### config.mk
export PLATFORM = sky130hd
export DESIGN_NAME = apb_fifo_bridge_flat
export DESIGN_NICKNAME = d
export VERILOG_FILES = /design/src/rtl/apb_fifo_bridge_if.sv /design/src/rtl/apb_fifo_bridge.sv /design/src/flat_wrapper.sv
export SDC_FILE = /design/constraint.sdc
export NUM_CORES = 1
export LEC_CHECK = 0
export CAP_MARGIN = 20
export CORE_MARGIN = 2
export CORE_UTILIZATION = 45
export DETAILED_ROUTE_END_ITERATION = 10
export GPL_TIMING_DRIVEN = 0
export SKIP_CTS_REPAIR_TIMING = 1
export SLEW_MARGIN = 40
export SYNTH_ARGS = -nofsm -noshare
export SYNTH_HDL_FRONTEND = slang
export SYNTH_SLANG_ARGS = --single-unit
### constraint.sdc
create_clock -name PCLK -period 5.09 [get_ports PCLK]
set_input_delay 0.509 -clock PCLK [delete_from_list [all_inputs] [get_ports PCLK]]
set_output_delay 0.509 -clock PCLK [all_outputs]
set_load 0.03 [all_outputs]
### src/rtl/apb_fifo_bridge_if.sv
// APB slave-side bus bundle for apb_fifo_bridge; signal names follow the AMBA APB naming.
interface apb_fifo_bridge_if #(
  parameter int ADDR_W = 7,
  parameter int DATA_W = 8
);
  logic              PSELx;
  logic              PENABLE;
  logic              PWRITE;
  logic [ADDR_W-1:0] PADDR;
  logic [DATA_W-1:0] PWDATA;
  logic [DATA_W-1:0] PRDATA;
  logic              PREADY;
  logic              PSLVERR;

  modport master (
    output PSELx, PENABLE, PWRITE, PADDR, PWDATA,
    input  PRDATA, PREADY, PSLVERR
  );

  modport slave (
    input  PSELx, PENABLE, PWRITE, PADDR, PWDATA,
    output PRDATA, PREADY, PSLVERR
  );
endinterface

### src/rtl/apb_fifo_bridge.sv
// APB slave with TX/RX FIFOs between the bus and a byte-stream core (I2C engine).
// Define APB_FIFO_STALL_EN to stall full-TX writes / empty-RX reads instead of erroring.
module apb_fifo_bridge #(
  parameter int DATA_W   = 8,
  parameter int ADDR_W   = 7,
  parameter int TX_DEPTH = 8,
  parameter int RX_DEPTH = 8
) (
  input  logic              PCLK,
  input  logic              PRESET,
  apb_fifo_bridge_if.slave  apb,
  output logic [DATA_W-1:0] tx_data,
  output logic              tx_valid,
  input  logic              tx_ready,
  input  logic [DATA_W-1:0] rx_data,
  input  logic              rx_valid,
  output logic              rx_ready,
  output logic              irq
);
  localparam int TXP_W = $clog2(TX_DEPTH);
  localparam int RXP_W = $clog2(RX_DEPTH);
  localparam int TXC_W = TXP_W + 1;
  localparam int RXC_W = RXP_W + 1;
  localparam logic [TXP_W-1:0] TXP_ONE  = TXP_W'(1);
  localparam logic [RXP_W-1:0] RXP_ONE  = RXP_W'(1);
  localparam logic [TXC_W-1:0] TXC_ONE  = TXC_W'(1);
  localparam logic [RXC_W-1:0] RXC_ONE  = RXC_W'(1);
  localparam logic [TXC_W-1:0] TX_FULLC = TXC_W'(TX_DEPTH);
  localparam logic [RXC_W-1:0] RX_FULLC = RXC_W'(RX_DEPTH);

  localparam logic [ADDR_W-1:0] A_CTRL   = ADDR_W'(0);
  localparam logic [ADDR_W-1:0] A_STATUS = ADDR_W'(1);
  localparam logic [ADDR_W-1:0] A_TXDATA = ADDR_W'(2);
  localparam logic [ADDR_W-1:0] A_RXDATA = ADDR_W'(3);
  localparam logic [ADDR_W-1:0] A_TXLVL  = ADDR_W'(4);
  localparam logic [ADDR_W-1:0] A_RXLVL  = ADDR_W'(5);

  typedef struct packed {
    logic ie_rxavail;
    logic ie_txempty;
    logic tx_en;
  } ctrl_t;

  ctrl_t ctrl;
  logic  rx_ovf;

  logic [DATA_W-1:0] tx_mem [TX_DEPTH];
  logic [DATA_W-1:0] rx_mem [RX_DEPTH];
  logic [TXP_W-1:0]  tx_wr, tx_rd;
  logic [RXP_W-1:0]  rx_wr, rx_rd;
  logic [TXC_W-1:0]  tx_cnt;
  logic [RXC_W-1:0]  rx_cnt;

  logic tx_empty, tx_full, rx_empty, rx_full;
  assign tx_empty = (tx_cnt == '0);
  assign tx_full  = (tx_cnt == TX_FULLC);
  assign rx_empty = (rx_cnt == '0);
  assign rx_full  = (rx_cnt == RX_FULLC);

  // ---- APB decode ----
  logic access, sel_ctrl, sel_status, sel_txdata, sel_rxdata, sel_txlvl, sel_rxlvl;
  logic mapped, ro_sel, tx_block, rx_block, err_c, pready, done, wr_ok, rd_ok;

  assign access     = apb.PSELx & apb.PENABLE;
  assign sel_ctrl   = (apb.PADDR == A_CTRL);
  assign sel_status = (apb.PADDR == A_STATUS);
  assign sel_txdata = (apb.PADDR == A_TXDATA);
  assign sel_rxdata = (apb.PADDR == A_RXDATA);
  assign sel_txlvl  = (apb.PADDR == A_TXLVL);
  assign sel_rxlvl  = (apb.PADDR == A_RXLVL);
  assign mapped     = sel_ctrl | sel_status | sel_txdata | sel_rxdata | sel_txlvl | sel_rxlvl;
  assign ro_sel     = sel_rxdata | sel_txlvl | sel_rxlvl;
  assign tx_block   = apb.PWRITE & sel_txdata & tx_full;
  assign rx_block   = ~apb.PWRITE & sel_rxdata & rx_empty;

`ifdef APB_FIFO_STALL_EN
  // Blocked FIFO accesses wait for space/data rather than failing.
  assign pready = ~(access & (tx_block | rx_block));
  assign err_c  = ~mapped | (apb.PWRITE & ro_sel);
`else
  assign pready = 1'b1;
  assign err_c  = ~mapped | (apb.PWRITE & ro_sel) | tx_block | rx_block;
`endif

  assign done        = access & pready;
  assign wr_ok       = done & ~err_c & apb.PWRITE;
  assign rd_ok       = done & ~err_c & ~apb.PWRITE;
  assign apb.PREADY  = pready;
  assign apb.PSLVERR = access & err_c;

  // ---- FIFO control ----
  logic tx_push, tx_pop, rx_push, rx_pop, tx_flush, rx_flush, ovf_set, ovf_clr, ctrl_wr;

  assign ctrl_wr  = wr_ok & sel_ctrl;
  assign tx_flush = ctrl_wr & apb.PWDATA[1];
  assign rx_flush = ctrl_wr & apb.PWDATA[2];
  assign ovf_clr  = wr_ok & sel_status & apb.PWDATA[4];
  assign tx_push  = wr_ok & sel_txdata;
  assign rx_pop   = rd_ok & sel_rxdata;
  assign tx_pop   = tx_valid & tx_ready;
  // A core push landing on the RX flush edge is discarded silently.
  assign rx_push  = rx_valid & rx_ready & ~rx_flush;
  assign ovf_set  = rx_valid & ~rx_ready;

  assign tx_valid = ctrl.tx_en & ~tx_empty;
  assign tx_data  = tx_valid ? tx_mem[tx_rd] : '0;
  assign rx_ready = ~rx_full;

  always_ff @(posedge PCLK) begin
    if (tx_push) tx_mem[tx_wr] <= apb.PWDATA;
    if (rx_push) rx_mem[rx_wr] <= rx_data;
  end

  always_ff @(posedge PCLK) begin
    if (PRESET) begin
      tx_wr  <= '0;
      tx_rd  <= '0;
      tx_cnt <= '0;
    end else if (tx_flush) begin
      tx_wr  <= '0;
      tx_rd  <= '0;
      tx_cnt <= '0;
    end else begin
      if (tx_push) tx_wr <= tx_wr + TXP_ONE;
      if (tx_pop)  tx_rd <= tx_rd + TXP_ONE;
      case ({tx_push, tx_pop})
        2'b10:   tx_cnt <= tx_cnt + TXC_ONE;
        2'b01:   tx_cnt <= tx_cnt - TXC_ONE;
        default: tx_cnt <= tx_cnt;
      endcase
    end
  end

  always_ff @(posedge PCLK) begin
    if (PRESET) begin
      rx_wr  <= '0;
      rx_rd  <= '0;
      rx_cnt <= '0;
    end else if (rx_flush) begin
      rx_wr  <= '0;
      rx_rd  <= '0;
      rx_cnt <= '0;
    end else begin
      if (rx_push) rx_wr <= rx_wr + RXP_ONE;
      if (rx_pop)  rx_rd <= rx_rd + RXP_ONE;
      case ({rx_push, rx_pop})
        2'b10:   rx_cnt <= rx_cnt + RXC_ONE;
        2'b01:   rx_cnt <= rx_cnt - RXC_ONE;
        default: rx_cnt <= rx_cnt;
      endcase
    end
  end

  // ---- Registers ----
  always_ff @(posedge PCLK) begin
    if (PRESET) begin
      ctrl   <= '0;
      rx_ovf <= 1'b0;
      irq    <= 1'b0;
    end else begin
      if (ctrl_wr) ctrl <= '{ie_rxavail: apb.PWDATA[4], ie_txempty: apb.PWDATA[3], tx_en: apb.PWDATA[0]};
      // A fresh overflow wins over a same-cycle clear so it is never lost.
      if (ovf_set)      rx_ovf <= 1'b1;
      else if (ovf_clr) rx_ovf <= 1'b0;
      irq <= (ctrl.ie_txempty & tx_empty) | (ctrl.ie_rxavail & ~rx_empty) | rx_ovf;
    end
  end

  // ---- Read mux ----
  always_comb begin
    apb.PRDATA = '0;
    if (rd_ok) begin
      case (1'b1)
        sel_ctrl:   apb.PRDATA[4:0] = {ctrl.ie_rxavail, ctrl.ie_txempty, 2'b00, ctrl.tx_en};
        sel_status: apb.PRDATA[4:0] = {rx_ovf, rx_full, rx_empty, tx_full, tx_empty};
        sel_rxdata: apb.PRDATA      = rx_mem[rx_rd];
        sel_txlvl:  apb.PRDATA      = DATA_W'(tx_cnt);
        sel_rxlvl:  apb.PRDATA      = DATA_W'(rx_cnt);
        default:    apb.PRDATA      = '0;
      endcase
    end
  end
endmodule

### src/flat_wrapper.sv
// flat-port wrapper written by rule: the top's interface ports become plain ports
module apb_fifo_bridge_flat 
#(
  parameter int DATA_W   = 8,
  parameter int ADDR_W   = 7,
  parameter int TX_DEPTH = 8,
  parameter int RX_DEPTH = 8
)
  (PCLK, PRESET, tx_data, tx_valid, tx_ready, rx_data, rx_valid, rx_ready, irq, apb_PSELx, apb_PENABLE, apb_PWRITE, apb_PADDR, apb_PWDATA, apb_PRDATA, apb_PREADY, apb_PSLVERR);
  apb_fifo_bridge_if #(.ADDR_W(ADDR_W), .DATA_W(DATA_W)) apb_i ();
  input  logic PCLK;
  input  logic PRESET;
  output logic [DATA_W-1:0] tx_data;
  output logic tx_valid;
  input  logic tx_ready;
  input  logic [DATA_W-1:0] rx_data;
  input  logic rx_valid;
  output logic rx_ready;
  output logic irq;
  input wire logic [$bits(apb_i.PSELx)-1:0] apb_PSELx;
  input wire logic [$bits(apb_i.PENABLE)-1:0] apb_PENABLE;
  input wire logic [$bits(apb_i.PWRITE)-1:0] apb_PWRITE;
  input wire logic [$bits(apb_i.PADDR)-1:0] apb_PADDR;
  input wire logic [$bits(apb_i.PWDATA)-1:0] apb_PWDATA;
  output wire logic [$bits(apb_i.PRDATA)-1:0] apb_PRDATA;
  output wire logic [$bits(apb_i.PREADY)-1:0] apb_PREADY;
  output wire logic [$bits(apb_i.PSLVERR)-1:0] apb_PSLVERR;
  assign apb_i.PSELx = apb_PSELx;
  assign apb_i.PENABLE = apb_PENABLE;
  assign apb_i.PWRITE = apb_PWRITE;
  assign apb_i.PADDR = apb_PADDR;
  assign apb_i.PWDATA = apb_PWDATA;
  assign apb_PRDATA = apb_i.PRDATA;
  assign apb_PREADY = apb_i.PREADY;
  assign apb_PSLVERR = apb_i.PSLVERR;
  apb_fifo_bridge #(.DATA_W(DATA_W), .ADDR_W(ADDR_W), .TX_DEPTH(TX_DEPTH), .RX_DEPTH(RX_DEPTH)) u_core (.PCLK(PCLK), .PRESET(PRESET), .apb(apb_i), .tx_data(tx_data), .tx_valid(tx_valid), .tx_ready(tx_ready), .rx_data(rx_data), .rx_valid(rx_valid), .rx_ready(rx_ready), .irq(irq));
endmodule
==> results.cfg <==
[status]
status = finished clean

[grt]
grt_max_degree = 17
grt_pass1_wl_mm = 22.0
antenna_found_initial = 0
grt_use_total = 0.183
grt_pass1_vias = 4090
grt_overflow = 0

[final_layout]
post_route_cells_drive_above_1_share = 0.173
nets = 555
stdcell_count = 711
fillers = 1135
multiInputGateArea_mm2 = 0.00225
seq_area_mm2 = 0.00446
post-route-util = 0.562
syn_to_final_growth_pct = 21.6
diodes = 0

[floorplanning]
die_area_mm2 = 0.0160
die_w_um = 126
rows = 44
core_mm2 = 0.0146
die_h_um = 126
boundaryPins = 51
initial_core_util = 0.462

[cts]
clk_path_buf_depth = 2
cts_tree = built
cts_root_buffer = clkbuf_16
cts_num_sinks = 159
htree_num_levels = 4
clk_pin_slew_ns = 0.06
clk_latency_ns = 0.42
numCtsBuffers = 17

[route]
wl_per_cell_um = 19.3
wl_met1_mm = 6.08
ant_nets = 0
top_layer = met4
wirelength_mm = 13.7
drt_iter0_drc = 317
vias_per_cell = 5.60
drt_pre_antenna_iters = 4
vias = 3979
wl_met2_mm = 6.91
dr_wl_met3_um = 516
drc = 0

[worst_setup_path]
critical_path_class = in2out
ff2ff_path_depth = 12
critPathLaunch = apb_PADDR[3]
reg2reg_setup_slack_ns = 1.79
critPathRequiredTime_ns = 4.58
crit_end = apb_PRDATA[5]
cp-end-kind = primary output
reg2reg_to = u_core.tx_cnt[3]$_SDFFE_PP0P_
r2r_start = u_core.tx_cnt[2]$_SDFFE_PP0P_
startpoint_type = input port
critPathArrivalTime_ns = 3.42
path_max_fanout = 9

[sta]
finalSetupTns_ns = 0
setup_viol = 0
skew_ns = 0.00626
period_share = 0.772
rsz0062_at_grt = no
worst_pin_slew_ns = 0.796
period_minus_slack_ns = 3.93
fmax_mhz = 255
hold_viol = 0
slew_viol_final = 0
relSlewSlack = 0.462

[yosys]
synthTopCellsByArea = edfxtp_1 57%, mux4_2 10%, dfxtp_1 9.2%
ys_seq_area_frac = 0.662
synth-edff-count = 128
yosys_warnings = 0
synth_flop_cell = edfxtp_1
synth.top_cell.area_share = 0.570
ys_types = 51
synth_nets = 484
async_reset_ff_frac = 0
netlist_area_mm2 = 0.00675
synth-seq-cells = 159
synth_cells = 443
avgSynthCellArea_um2 = 15.2
synth_top_area_cell = edfxtp_1

[placement]
place_hpwl_mm = 9.36
place_congestion = 0.830
io_buffers = 47
dp_cells = 679

[pwr]
leakagePower_nw = 2.62
powerDensity_mw_per_mm2 = 348
vdd_drop_max_mv = 0.250

[min_path]
hp-class = in2reg

[job]
drv_cap = 0
[flip-flops by register name, indices dropped and copies added (netlist names), named ones only]
signal,flops
u_core.rx_cnt,4
u_core.tx_rd,3
u_core.rx_ovf,1
u_core.rx_rd,3
u_core.rx_wr,3
u_core.tx_mem,64
u_core.tx_wr,3
u_core.irq,1
u_core.ctrl,3
u_core.rx_mem,64
u_core.tx_cnt,4
[metal layers]
metal  track usage  vias to the layer above
met2         0.307                       77
li1              -                     1874
met1         0.230                     2016
met5             0                        -
met4        0.0659                        0
met3        0.0502                       12
[logic make-up after synthesis]
kind of cell | Yosys count | synth area share
flip-flops | 159 | 0.662
AND/OR/NAND/NOR | 124 | 0.0944
multiplexers | 55 | 0.139
AO/OA/AOI/OAI | 50 | 0.0490
buffers and inverters | 33 | 0.0206
adder cells (fa/ha/maj) | 11 | 0.0215
XOR/XNOR | 10 | 0.0130
other | 1 | 0.000556
[cell usage after synthesis, types with 2 or more instances]
library cell	n
a211o_1	2
a211oi_1	2
a21o_1	2
a21oi_1	16
a221oi_1	2
a22oi_1	2
a311oi_1	2
buf_1	3
buf_2	3
clkbuf_1	13
dfxtp_1	31
edfxtp_1	128
ha_1	10
inv_1	12
mux2i_1	24
mux4_2	31
nand2_1	14
nand2b_1	11
nand3_1	11
nand3b_1	2
nand4_1	3
nand4b_1	3
nor2_1	44
nor2b_1	4
nor3_1	11
nor4_1	8
nor4b_1	2
o21a_1	2
o21ai_0	10
o31ai_1	2
or3_1	4
or4_1	2
xor2_1	9
[layout make-up]
| class | instances | area share |
|---|---|---|
| buffer | 21 | 0.0114 |
| clock buffer | 18 | 0.0523 |
| clock inverter | 14 | 0.0230 |
| inverter | 12 | 0.00549 |
| multi-input combinational | 251 | 0.275 |
| sequential | 159 | 0.544 |
| tap | 184 | 0.0281 |
| timing repair buffer | 52 | 0.0607 |
[stage by stage]
stage               setup WS (ns)  power (mW)  cell area, µm²  hold WS [ns]
floorplan                    1.51        1.50            6750         0.453
global placement            0.581        1.56            7450         0.470
detailed placement           1.06        1.57            7540         0.477
CTS                          1.15        2.88            8160         0.467
global route                 1.07        2.94            8200         0.497
finish                       1.16        2.86            8200         0.481
[cells in the final DEF, fill, tap and decap left out, drive strengths merged, types with 11 or more instances in the layout]
cell type	netlist	layout
nand2b	11	11
clkbuf	13	31
mux2i	24	24
nand2	14	14
nor3	11	11
nand3	11	11
buf	8	13
edfxtp	128	128
inv	12	14
a21oi	16	16
mux4	31	31
clkdlybuf4s50	0	47
nor2	44	44
dfxtp	31	31
[critical path, stage by stage]
cell,delay [ns]
clkdlybuf4s50_1,0.43
or4_4,0.55
buf_6,0.15
or4b_4,0.58
or2_2,0.39
nor2_1,0.13
clkdlybuf4s50_1,0.68
[power breakdown]
part | internal [mW] | switching (mW) | total [mW]
Clock | 0.820 | 0.498 | 1.32
Sequential | 1.42 | 0.00877 | 1.43
Combinational | 0.0470 | 0.0631 | 0.110
[how the worst min path moves through the flow]
| stage | from | to | slack (ns) | cells past startpoint |
|---|---|---|---|---|
| 4_1_cts | PRESET | u_core.ctrl[0]$_SDFFE_PP0N_ | 0.47 | 2 |
| 5_1_grt | PRESET | u_core.ctrl[2]$_SDFFE_PP0N_ | 0.50 | 2 |
| 2_1_floorplan | u_core.rx_rd[2]$_SDFFE_PP0N_ | register | 0.45 | 2 |
| 6_report | PRESET | u_core.ctrl[0]$_SDFFE_PP0N_ | 0.48 | 2 |
| 3_3_place_gp | u_core.tx_rd[1]$_SDFFE_PP0P_ | u_core.tx_rd[1]$_SDFFE_PP0P_ | 0.47 | 2 |
| 3_5_place_dp | u_core.tx_rd[1]$_SDFFE_PP0P_ | u_core.tx_rd[1]$_SDFFE_PP0P_ | 0.48 | 2 |
No activity file was read; power rests on OpenSTA's default activity.
